===== config.mk =====
export PLATFORM = sky130hd
export DESIGN_NAME = anc_error_tracker
export DESIGN_NICKNAME = d
export VERILOG_FILES = /design/src/rtl/anc_error_tracker.sv
export SDC_FILE = /design/constraint.sdc
export NUM_CORES = 1
export LEC_CHECK = 0
export CAP_MARGIN = 20
export CORE_MARGIN = 8
export CORE_UTILIZATION = 54
export CTS_CLUSTER_SIZE = 16
export DETAILED_ROUTE_END_ITERATION = 6
export GPL_ROUTABILITY_DRIVEN = 0
export HOLD_SLACK_MARGIN = 0.05
export PLACE_DENSITY_LB_ADDON = 0.1
export SLEW_MARGIN = 5
export SYNTH_ARGS = -nofsm -noshare
export SYNTH_HDL_FRONTEND = slang
export SYNTH_SLANG_ARGS = --single-unit

===== constraint.sdc =====
create_clock -name clk_in -period 2.9 [get_ports clk_in]
set_clock_uncertainty 0.15 [all_clocks]
set_input_delay 0.58 -clock clk_in [delete_from_list [all_inputs] [get_ports clk_in]]
set_output_delay 0.58 -clock clk_in [all_outputs]
set_load 0.005 [all_outputs]

===== src/rtl/anc_error_tracker.sv =====
// anc_error_tracker: window lock tracker with hysteresis and a gain-shifted, saturated anti-noise error output
module anc_error_tracker #(
  parameter int DATA_WIDTH   = 16,
  parameter int THRESH_WIDTH = 8,
  parameter int LOCK_COUNT   = 256,
  parameter int UNLOCK_COUNT = 16,
  parameter int SHIFT_WIDTH  = 2
) (
  input  logic                          clk_in,
  input  logic                          rst_n_in,
  input  logic                          nc_on,
  input  logic                          error_ready,
  input  logic signed [DATA_WIDTH-1:0]  feedback_in,
  input  logic signed [THRESH_WIDTH-1:0] error_high_in,
  input  logic signed [THRESH_WIDTH-1:0] error_low_in,
  input  logic [SHIFT_WIDTH-1:0]        gain_shift_in,
  input  logic                          relock_in,
  output logic signed [DATA_WIDTH-1:0]  error_out,
  output logic                          error_locked_out,
  output logic                          done_out,
  output logic [1:0]                    state_out
);
  localparam int HW = $clog2(LOCK_COUNT + 1);
  localparam int MW = $clog2(UNLOCK_COUNT + 1);
  localparam logic signed [DATA_WIDTH-1:0] MIN_V = {1'b1, {(DATA_WIDTH-1){1'b0}}};
  localparam logic signed [DATA_WIDTH-1:0] MAX_V = {1'b0, {(DATA_WIDTH-1){1'b1}}};
  typedef enum logic [1:0] {ACQUIRE = 2'd0, LOCKED = 2'd1, LOSING = 2'd2} state_t;
  state_t state;
  logic [HW-1:0] hit;
  logic [MW-1:0] miss;
  logic signed [DATA_WIDTH-1:0] hi_s, lo_s, neg, err;
  logic in_win;
  assign hi_s = DATA_WIDTH'(error_high_in);
  assign lo_s = DATA_WIDTH'(error_low_in);
  assign in_win = (lo_s < feedback_in) && (feedback_in < hi_s);
  assign neg = (feedback_in == MIN_V) ? MAX_V : -feedback_in;
  assign err = neg >>> gain_shift_in;
  assign state_out = state;
  assign error_locked_out = (state != ACQUIRE);
  // Tracking FSM plus the registered error/done stage; relock outranks the sample update
  always_ff @(posedge clk_in or negedge rst_n_in) begin
    if (!rst_n_in) begin
      state     <= ACQUIRE;
      hit       <= '0;
      miss      <= '0;
      error_out <= '0;
      done_out  <= 1'b0;
    end else begin
      done_out <= error_ready;
      if (error_ready)
        error_out <= ((state == ACQUIRE || relock_in) && nc_on) ? err : '0;
      if (relock_in) begin
        state <= ACQUIRE;
        hit   <= '0;
        miss  <= '0;
      end else if (error_ready) begin
        case (state)
          ACQUIRE: begin
            if (!in_win) hit <= '0;
            else if (hit == HW'(LOCK_COUNT - 1)) begin
              state <= LOCKED;
              hit   <= '0;
            end else hit <= hit + HW'(1);
          end
          LOCKED: begin
            if (!in_win) begin
              if (UNLOCK_COUNT == 1) begin
                state <= ACQUIRE;
                hit   <= '0;
                miss  <= '0;
              end else begin
                state <= LOSING;
                miss  <= MW'(1);
              end
            end
          end
          LOSING: begin
            if (in_win) begin
              state <= LOCKED;
              miss  <= '0;
            end else if (miss == MW'(UNLOCK_COUNT - 1)) begin
              state <= ACQUIRE;
              hit   <= '0;
              miss  <= '0;
            end else miss <= miss + MW'(1);
          end
          default: begin
            state <= ACQUIRE;
            hit   <= '0;
            miss  <= '0;
          end
        endcase
      end
    end
  end
endmodule

# Word level (Yosys, flattened, before mapping)
# Index checks and enable logic that the tools add are counted.
# word_totals
output_inout_bits	20
register_bits	33
# classes
shifts	1
addsub	3
reduce_logical	9
n_lt_le_gt_ge	2
n_mux	23
eq_ne	13
# ops
cell	n
$mux W9	6
$mux W16	2
$pmux W9 S3	1
$mux W5	5
$eq A16 B16 Y1 const B	1
$lt A16 B8 Y1	1
$lt A8 B16 Y1	1
$neg A16 Y16	1
$sshr A16 B2 Y16	1
$pmux W5 S3	1
$mux W2	7
$ne A3 B3 Y1 const B	4
$add A9 B1 Y9 const B	1
$eq A9 B8 Y1 const B	1
$pmux W2 S3	1
$add A5 B1 Y5 const B	1
$eq A5 B4 Y1 const B	1
$reduce_and A5 Y1	1
$ne A2 B2 Y1 const B	2
$ne A4 B4 Y1 const B	1
$reduce_and A4 Y1	1
$reduce_bool A2 Y1	2
$ne A3 B2 Y1 const B	1
$reduce_and A3 Y1	1
other kinds (5)	6

# Depth between registers and ports, before layout
# Gate-level depths: netlist of run 1.
# depth
ltp_word	6
depth_mapped	10
depth_no_buf	9

# Least setup slack after synthesis of run 1
# OpenSTA, ideal clock, no wires.
# synth_path
path_kind	input to register
startpoint	input port error_high_in[7]
endpoint	register hit[7]
stages	9
t_required_ns	2.632
setup_ns	0.118
t_arrival_ns	2.880
setup_slack_ns	-0.248
cell_sequence	inv_1 > ha_1 > nand4_2 > or4_1 > o311a_1 > a31oi_4 > a211oi_2 > a211o_1 > a21o_1
# synth_between
elab_chain_len	6
elab_cells_between_ends	8
classes_between	1 x order compare; 1 x eq/ne; 4 x mux; 2 x reduce/logical
# synth_lines
element	line	rtl
from (decl)	14	input logic signed [THRESH_WIDTH-1:0] error_high_in,
$lt A16 B8 Y1 (*)	35	assign in_win = (lo_s < feedback_in) && (feedback_in < hi_s);
$logic_and A1 B1 Y1 (*)	35	
$mux W9	59	if (!in_win) hit <= '0;
$pmux W9 S3	57	case (state)
$mux W9	56	end else if (error_ready) begin
$mux W9	52	if (relock_in) begin
to (signal assigned)	63	end else hit <= hit + HW'(1);
to (decl)	29	logic [HW-1:0] hit;
# Every way passes the cells marked *; elsewhere a longest branch is shown, timed or not. The select of a mux whose other input is x is not followed.
# A chain may end at the register's enable or synchronous reset.

# Final worst setup path of run 1
# layout_path
startpoint	input port error_high_in[7]
endpoint	register state[0] (netlist: state_out[0])
# layout_between
elab_chain_len	6
elab_cells_between_ends	10
classes_between	1 x order compare; 3 x eq/ne; 4 x mux; 2 x reduce/logical
# layout_lines
element	line	rtl
$lt A16 B8 Y1 (*)	35	
$logic_and A1 B1 Y1 (*)	35	
$mux W2	78	if (in_win) begin
$pmux W2 S3	57	
$mux W2	56	
$mux W2	52	
to (signal assigned)	53	state <= ACQUIRE;
to (signal assigned)	61	state <= LOCKED;
to (signal assigned)	79	state <= LOCKED;
to (decl)	28	state_t state;
# Marks and branches as above.

==> metrics.cfg, run 1 <==
[run_status]
status=finished, violations left
violations=negative setup slack

[logic_synthesis]
yosysUniqueCellTypes=61
ys_seq_area_frac=0.2549
synth_area_um2=3239
ys_warn_count=0
yosys.area.top_type=dfrtp_1
synthFlopType=dfrtp_1
synth.most_common_cell=inv_1
yosys.area.top_type_share=0.2549
synthTopCellsByCount=inv_1 (48), ha_1 (38), dfrtp_1 (33)
syn_nets=467
syn_avg_cell_area_um2=8.306
syn_inst=390
synth_edf_count=0
synthTopCellsByArea=dfrtp_1 (25%), ha_1 (15%), inv_1 (5.6%)
synth-seq-cells=33
async_reset_ff_frac=1.000

[routing]
drt_wl_total_mm=11.61
ant_nets=0
avgViaCountPerCell=6.280
drc=0
dr_total_vias=3787
first_iter_violations=415
dr.pass1.iters=5
wl_per_cell_um=19.26

[setup_path]
crit_path_max_fanout=4
arrival_ps=3170
crit_family=compound AO/OA/AOI/OAI gates
critPathMostFrequentCell=buf_6
cp_cell_sequence=buf_8 -> clkinvlp_4 -> buf_6 -> ha_4 -> nand2_2 -> or4_4 -> o311a_4 -> a31oi_4 -> buf_6 -> a32oi_4 -> a2bb2oi_2 -> o32ai_2
cp_data_required_time_ps=2940
reg2reg_setup_slack_ps=70
cp-start-kind=input port
path_class=in -> reg
cp-end-kind=flip-flop
max_stage_delay_ps=510
slowest_stage=or4_4
crit_buf_inv=4

[finish]
diodes=0
stdcell_area_um2=5020
area_growth_pct=54.96
nets=604
drive_above_1_share=0.3201
fillers=307

[timing]
period_needed_ps=3125
setup_viol_count_final=16
slew_headroom=0.4240
setup_slack_ps=-224.6
fmax_mhz=320.0
rsz0062_at_grt=yes
final.period_utilization=1.077
slew_violations=0
finalHoldViolCount=0
worstMarginPinSlew_ps=858.2

[global_routing]
grtUsageTotal=0.2397
grt_pass1_vias=3685
grt_pass1_wl_mm=17.15
grt_max_degree=34
grt_remaining_overflow=0
antenna_found_initial=0

[power]
p_leak_uw=0.002211
total_power_uw=1563
ir_drop_v=0.0004121
power_density_nw_per_um2=311.3

[clock_tree]
clk_path_buf_depth=2
cts_tree=yes
cts_hold_buffers=0
clkTransAtPathRegs_ps=80
clock-sinks=33
clk_latency_ps=280
root_buffer=clkbuf_8
h-tree-depth=2
cts_made_buffers=5

[placement]
place_area_um2=4379
pre_cts_ws_ps=-966.8
io_buffers=58
dp_hpwl_mm=7.435

[worst_hold_path]
hold_class=reg -> reg

[floorplan]
start_util=0.5537
die-area_um2=8733
rows=28
ios=59
core_area_um2=5851
fp.dieW_um=93.45
die_h_um=93.45

[flow_run]
drv_cap=0

-- kinds of logic after synthesis --
family | share of synthesized area
compound gates | 0.2484
fa+ha+maj | 0.1468
simple gates | 0.2008
flops | 0.2549
xor+xnor | 0.01622
mux | 0.06334
buf+inv | 0.06952
-- metal layers --
metal | vias to the layer above | track usage | wire (um)
li1 | 1731 | - | -
met1 | 1784 | 0.2902 | 4506
met2 | 225 | 0.4107 | 5724
met3 | 47 | 0.03846 | 876
met4 | 0 | 0.09933 | 505
met5 | - | 0 | 0
-- placed cells by master (no fill, tap or decap), types with 3 or more instances in the layout --
| cell | synthesis | final |
|---|---|---|
| buf_4 | 0 | 73 |
| inv_1 | 48 | 42 |
| dfrtp_1 | 33 | 33 |
| clkdlybuf4s50_1 | 0 | 33 |
| nand2_1 | 28 | 27 |
| a21oi_1 | 24 | 23 |
| ha_1 | 38 | 23 |
| nor2_1 | 21 | 19 |
| nand3_1 | 19 | 18 |
| mux2i_1 | 16 | 16 |
| o22ai_1 | 16 | 15 |
| ha_4 | 0 | 14 |
| nand2b_1 | 10 | 10 |
| dlygate4sd2_1 | 0 | 10 |
| buf_6 | 1 | 10 |
| nor3_1 | 11 | 9 |
| o21ai_0 | 17 | 9 |
| nand4_1 | 7 | 7 |
| clkbuf_8 | 0 | 6 |
| inv_2 | 0 | 5 |
| o211ai_1 | 5 | 5 |
| o31ai_1 | 7 | 5 |
| xnor2_1 | 5 | 5 |
| nor2b_1 | 5 | 5 |
| o21ai_1 | 1 | 5 |
| a21o_1 | 4 | 4 |
| o21ai_2 | 0 | 4 |
| a211oi_2 | 1 | 4 |
| buf_2 | 0 | 4 |
| nor4_1 | 4 | 3 |
| nor3_2 | 1 | 3 |
| o21a_1 | 3 | 3 |
| and3_1 | 3 | 3 |
| dlymetal6s2s_1 | 0 | 3 |
| clkbuf_2 | 0 | 3 |
-- cell type report --
class	count	area (um^2)	area share
sequential	33	825.8	0.1645
clock inverter	1	30.03	0.005982
tap	75	93.84	0.01869
clock buffer	7	86.33	0.01720
timing repair inverter	1	7.507	0.001496
timing repair buffer	139	1187	0.2365
inverter	48	182.7	0.03639
multi-input combinational	299	2606	0.5192
-- repair_timing --
| item | 4_1_cts | 5_1_grt |
|---|---|---|
| pin swaps | 33 | 23 |
| setup endpoints to repair | 26 | 29 |
| cloned | 1 | 0 |
| resized for setup | 90 | 54 |
| setup buffers | 10 | 3 |
-- state kept, by name, indices dropped and copies added, names as in the netlist --
name       count
done_out       1
error_out     16
hit            9
state_out      2
miss           5
-- report_power, final --
part	switching, uW	leakage [uW]	internal (uW)
sequential	13.9	0.000443	483
combinational	304	0.00171	303
clock	177	0.0000585	281
-- path summary, 6_finish.rpt --
kind,startpoint,to,cells past startpoint
min,miss[4],miss[4],1
max reg2reg,miss[0],hit[4],7
max,error_high_in[7],state_out[0],12
min reg2reg,miss[4],miss[4],1
max in group asynchronous,rst_n_in,error_out[5],2
min in group asynchronous,rst_n_in,error_out[10],2
-- stage by stage --
stage               TNS [ps]  std cells  hold WS [ps]  utilization
CTS                    -2205        600         353.4       0.8255
global placement      -15660        581         330.3       0.7485
finish                 -2670        603         352.8       0.8580
floorplan              -1468        390         134.4            -
global route           -3434        603         395.8       0.8580
detailed placement    -18140        581         333.6       0.7485
-- worst reg2reg max path, cell delays in order (launching register included) --
cell     delay (ps)
dfrtp_1         470
ha_1            250
nand3_1         110
o21ai_1         690
a21oi_1         450
buf_4           280
o31ai_2         220
o21ai_1          90
Power figures use the tool's default switching activity.
==> inputs of run 2 (changes only) <==
--- a/config.mk
+++ b/config.mk
@@ -12,7 +12,7 @@
 export DETAILED_ROUTE_END_ITERATION = 6
 export GPL_ROUTABILITY_DRIVEN = 0
 export HOLD_SLACK_MARGIN = 0.05
-export PLACE_DENSITY_LB_ADDON = 0.1
+export PLACE_DENSITY = 0.83
 export SLEW_MARGIN = 5
 export SYNTH_ARGS = -nofsm -noshare
 export SYNTH_HDL_FRONTEND = slang
==> run 2 against run 1 <==
The run still ends with negative setup slack left. Die area unchanged. Global-route usage increased by 2.5 points. Clock power decreased by 21%. Cell count increased by 0.66%. Critical endpoint unchanged.
==> metrics.cfg, run 2 (synthesis results as in run 1) <==
[setup_path]
cp-start-kind=input port
path_class=in -> reg
cp_cell_sequence=dlygate4sd2_1 -> inv_1 -> ha_1 -> nand2_1 -> or4_1 -> o311a_1 -> a31oi_4 -> buf_12 -> a32oi_4 -> a2bb2oi_2 -> o32ai_1
cp-end-kind=flip-flop
crit_path_max_fanout=7  ; +3
max_stage_delay_ps=500  ; about the same
worstRegToRegCells=6  ; -1
slowest_stage=or4_1
arrival_ps=3130  ; -40 ps
cp_data_required_time_ps=2930  ; about the same

[finish]
nets=608  ; +0.66%
utilization=0.8659  ; +0.007913
fillers=284  ; -7.5%
area_growth_pct=56.39
final_cell_mix=buf_4 (72), inv_1 (37), dfrtp_1 (33)
stdcell_area_um2=5066  ; +0.92%
largest_reg_flops=16  ; unchanged
largest-register=error_out
final_common_cell=buf_4
drive_above_1_share=0.3571  ; +0.03707
diodes=0  ; unchanged
reg.largest.list=error_out (16), hit (9), miss (5)

[timing]
setup_slack_ps=-201.1  ; +23.56 ps
rsz0062_at_grt=yes
slew_violations=0  ; unchanged
period_needed_ps=3101  ; -23.57 ps
finalHoldViolCount=0  ; unchanged
final.period_utilization=1.069  ; -0.008126
slew_headroom=0.2335  ; -0.1905
setup_viol_count_final=17  ; +1
worstMarginPinSlew_ps=1150  ; +291.5 ps
fmax_mhz=322.5  ; +0.76%

[placement]
io_buffers=58  ; unchanged
pre_cts_ws_ps=-931.1  ; +35.70 ps
place_area_um2=4402  ; +0.51%
dp_hpwl_mm=7.684  ; +3.3%

[worst_hold_path]
worstHoldPathCells=1  ; unchanged
hold_class=reg -> reg

[flow_run]
drv_cap=0  ; unchanged

[clock_tree]
clkTransAtPathRegs_ps=80  ; about the same
clock-sinks=33  ; unchanged
h-tree-depth=2  ; unchanged
clk_latency_ps=300  ; +20 ps
cts_made_buffers=5  ; unchanged
cts_tree=yes
root_buffer=clkbuf_8
clk_path_buf_depth=2  ; unchanged

[routing]
wl_per_cell_um=22.57  ; +17%
avgViaCountPerCell=6.784  ; +8.0%
wl_met2_mm=6.641  ; +16%
wirelength_met1_mm=4.903  ; +8.8%
first_iter_violations=495  ; +19%
dr_wl_met3_mm=1.187  ; +36%
ant_nets=0  ; unchanged
routed.top_layer=met4
dr_total_vias=4118  ; +8.7%
drt_wl_total_mm=13.70  ; +18%
dr.pass1.iters=5  ; unchanged
drc=0  ; unchanged

[global_routing]
antenna_found_initial=0  ; unchanged
grt_pass1_wl_mm=18.66  ; +8.8%
grt_remaining_overflow=0  ; unchanged
grt_max_degree=34  ; unchanged
grtUsageTotal=0.2650  ; +0.02524
grt_pass1_vias=3979  ; +8.0%

[floorplan]
fp.dieW_um=93.45  ; unchanged
die-area_um2=8733  ; unchanged
die_h_um=93.45  ; unchanged
start_util=0.5537  ; unchanged
core_area_um2=5851  ; unchanged
rows=28  ; unchanged
ios=59  ; unchanged

[power]
total_power_uw=1492  ; -4.5%
power_density_nw_per_um2=294.6  ; -5.4%
p_leak_uw=0.002245  ; +1.6%
ir_drop_v=0.0003277  ; -20%

[run_status]
violations=negative setup slack
status=finished, violations left

## run 2: cell count changes in the layout (fill, tap and decap cells not counted), moves of 2 or more
cell and delta:
inv_1 -5, buf_2 +3, ha_1 -6, dlymetal6s2s_1 +2
clkbuf_2 +4, clkinv_2 +2, buf_12 +2, nand3_1 -2
inv_2 +5, clkdlybuf4s50_1 -5, ha_4 +4, nand2_1 -2
ha_2 +2
## run 2: repair_timing
action / in CTS / in global routing
hold endpoints to repair: 0 / 0
resized for setup: 99 / 71
setup endpoints to repair: 24 / 21
pin swaps: 36 / 29
hold buffers: 0 / 0
setup buffers: 8 / 5
gates cloned: 2 / 0
## run 2: final timing paths
check,startpoint,end,slack (ps)
setup / recovery,error_high_in[6],state_out[0],-200
hold / removal,hit[0],hit[0],370
setup reg to reg,state_out[0],hit[7],-30
hold reg to reg,hit[0],hit[0],370
max in group asynchronous,rst_n_in,state_out[1],1730
min in group asynchronous,rst_n_in,error_out[11],540
## run 2: layout make-up
type                    instances  area, um^2  area share
inverters                      48       182.7     0.03606
repair inverters                1       7.507    0.001482
clock inverters                 3       17.52    0.003458
multi-input cells             299        2649      0.5228
flip-flops and latches         33       825.8      0.1630
clock buffers                   5       68.82     0.01358
well taps                      75       93.84     0.01852
repair buffers                143        1221      0.2410
## run 2: stage by stage
step,std cells,hold slack [ps],TNS (ps)
final,607,366.3,-1536
after global routing,607,370.6,-3247
after CTS,602,356.3,-1143
after detailed placement,584,340.8,-18300
after global placement,584,328.8,-14610
after floorplan,390,134.4,-1468
## run 2: power by group
group	total [uW]	internal (uW)	leakage (uW)	switching (uW)
Clock	362	166	0.0000439	196
Sequential	497	483	0.000443	14.1
Combinational	633	309	0.00176	324
## run 2: critical path: cells and delay by family
family,cells,cell delay (ps)
AND/OR/NAND/NOR,2,560
buffers and inverters,3,550
adder cells (fa/ha/maj),1,290
AO/OA/AOI/OAI,5,1150
## run 2: layer usage
metal	vias to the layer above	track usage
met2	336	0.4806
met1	1932	0.2836
met4	0	0.1369
met5	-	0
met3	125	0.05208
li1	1725	-
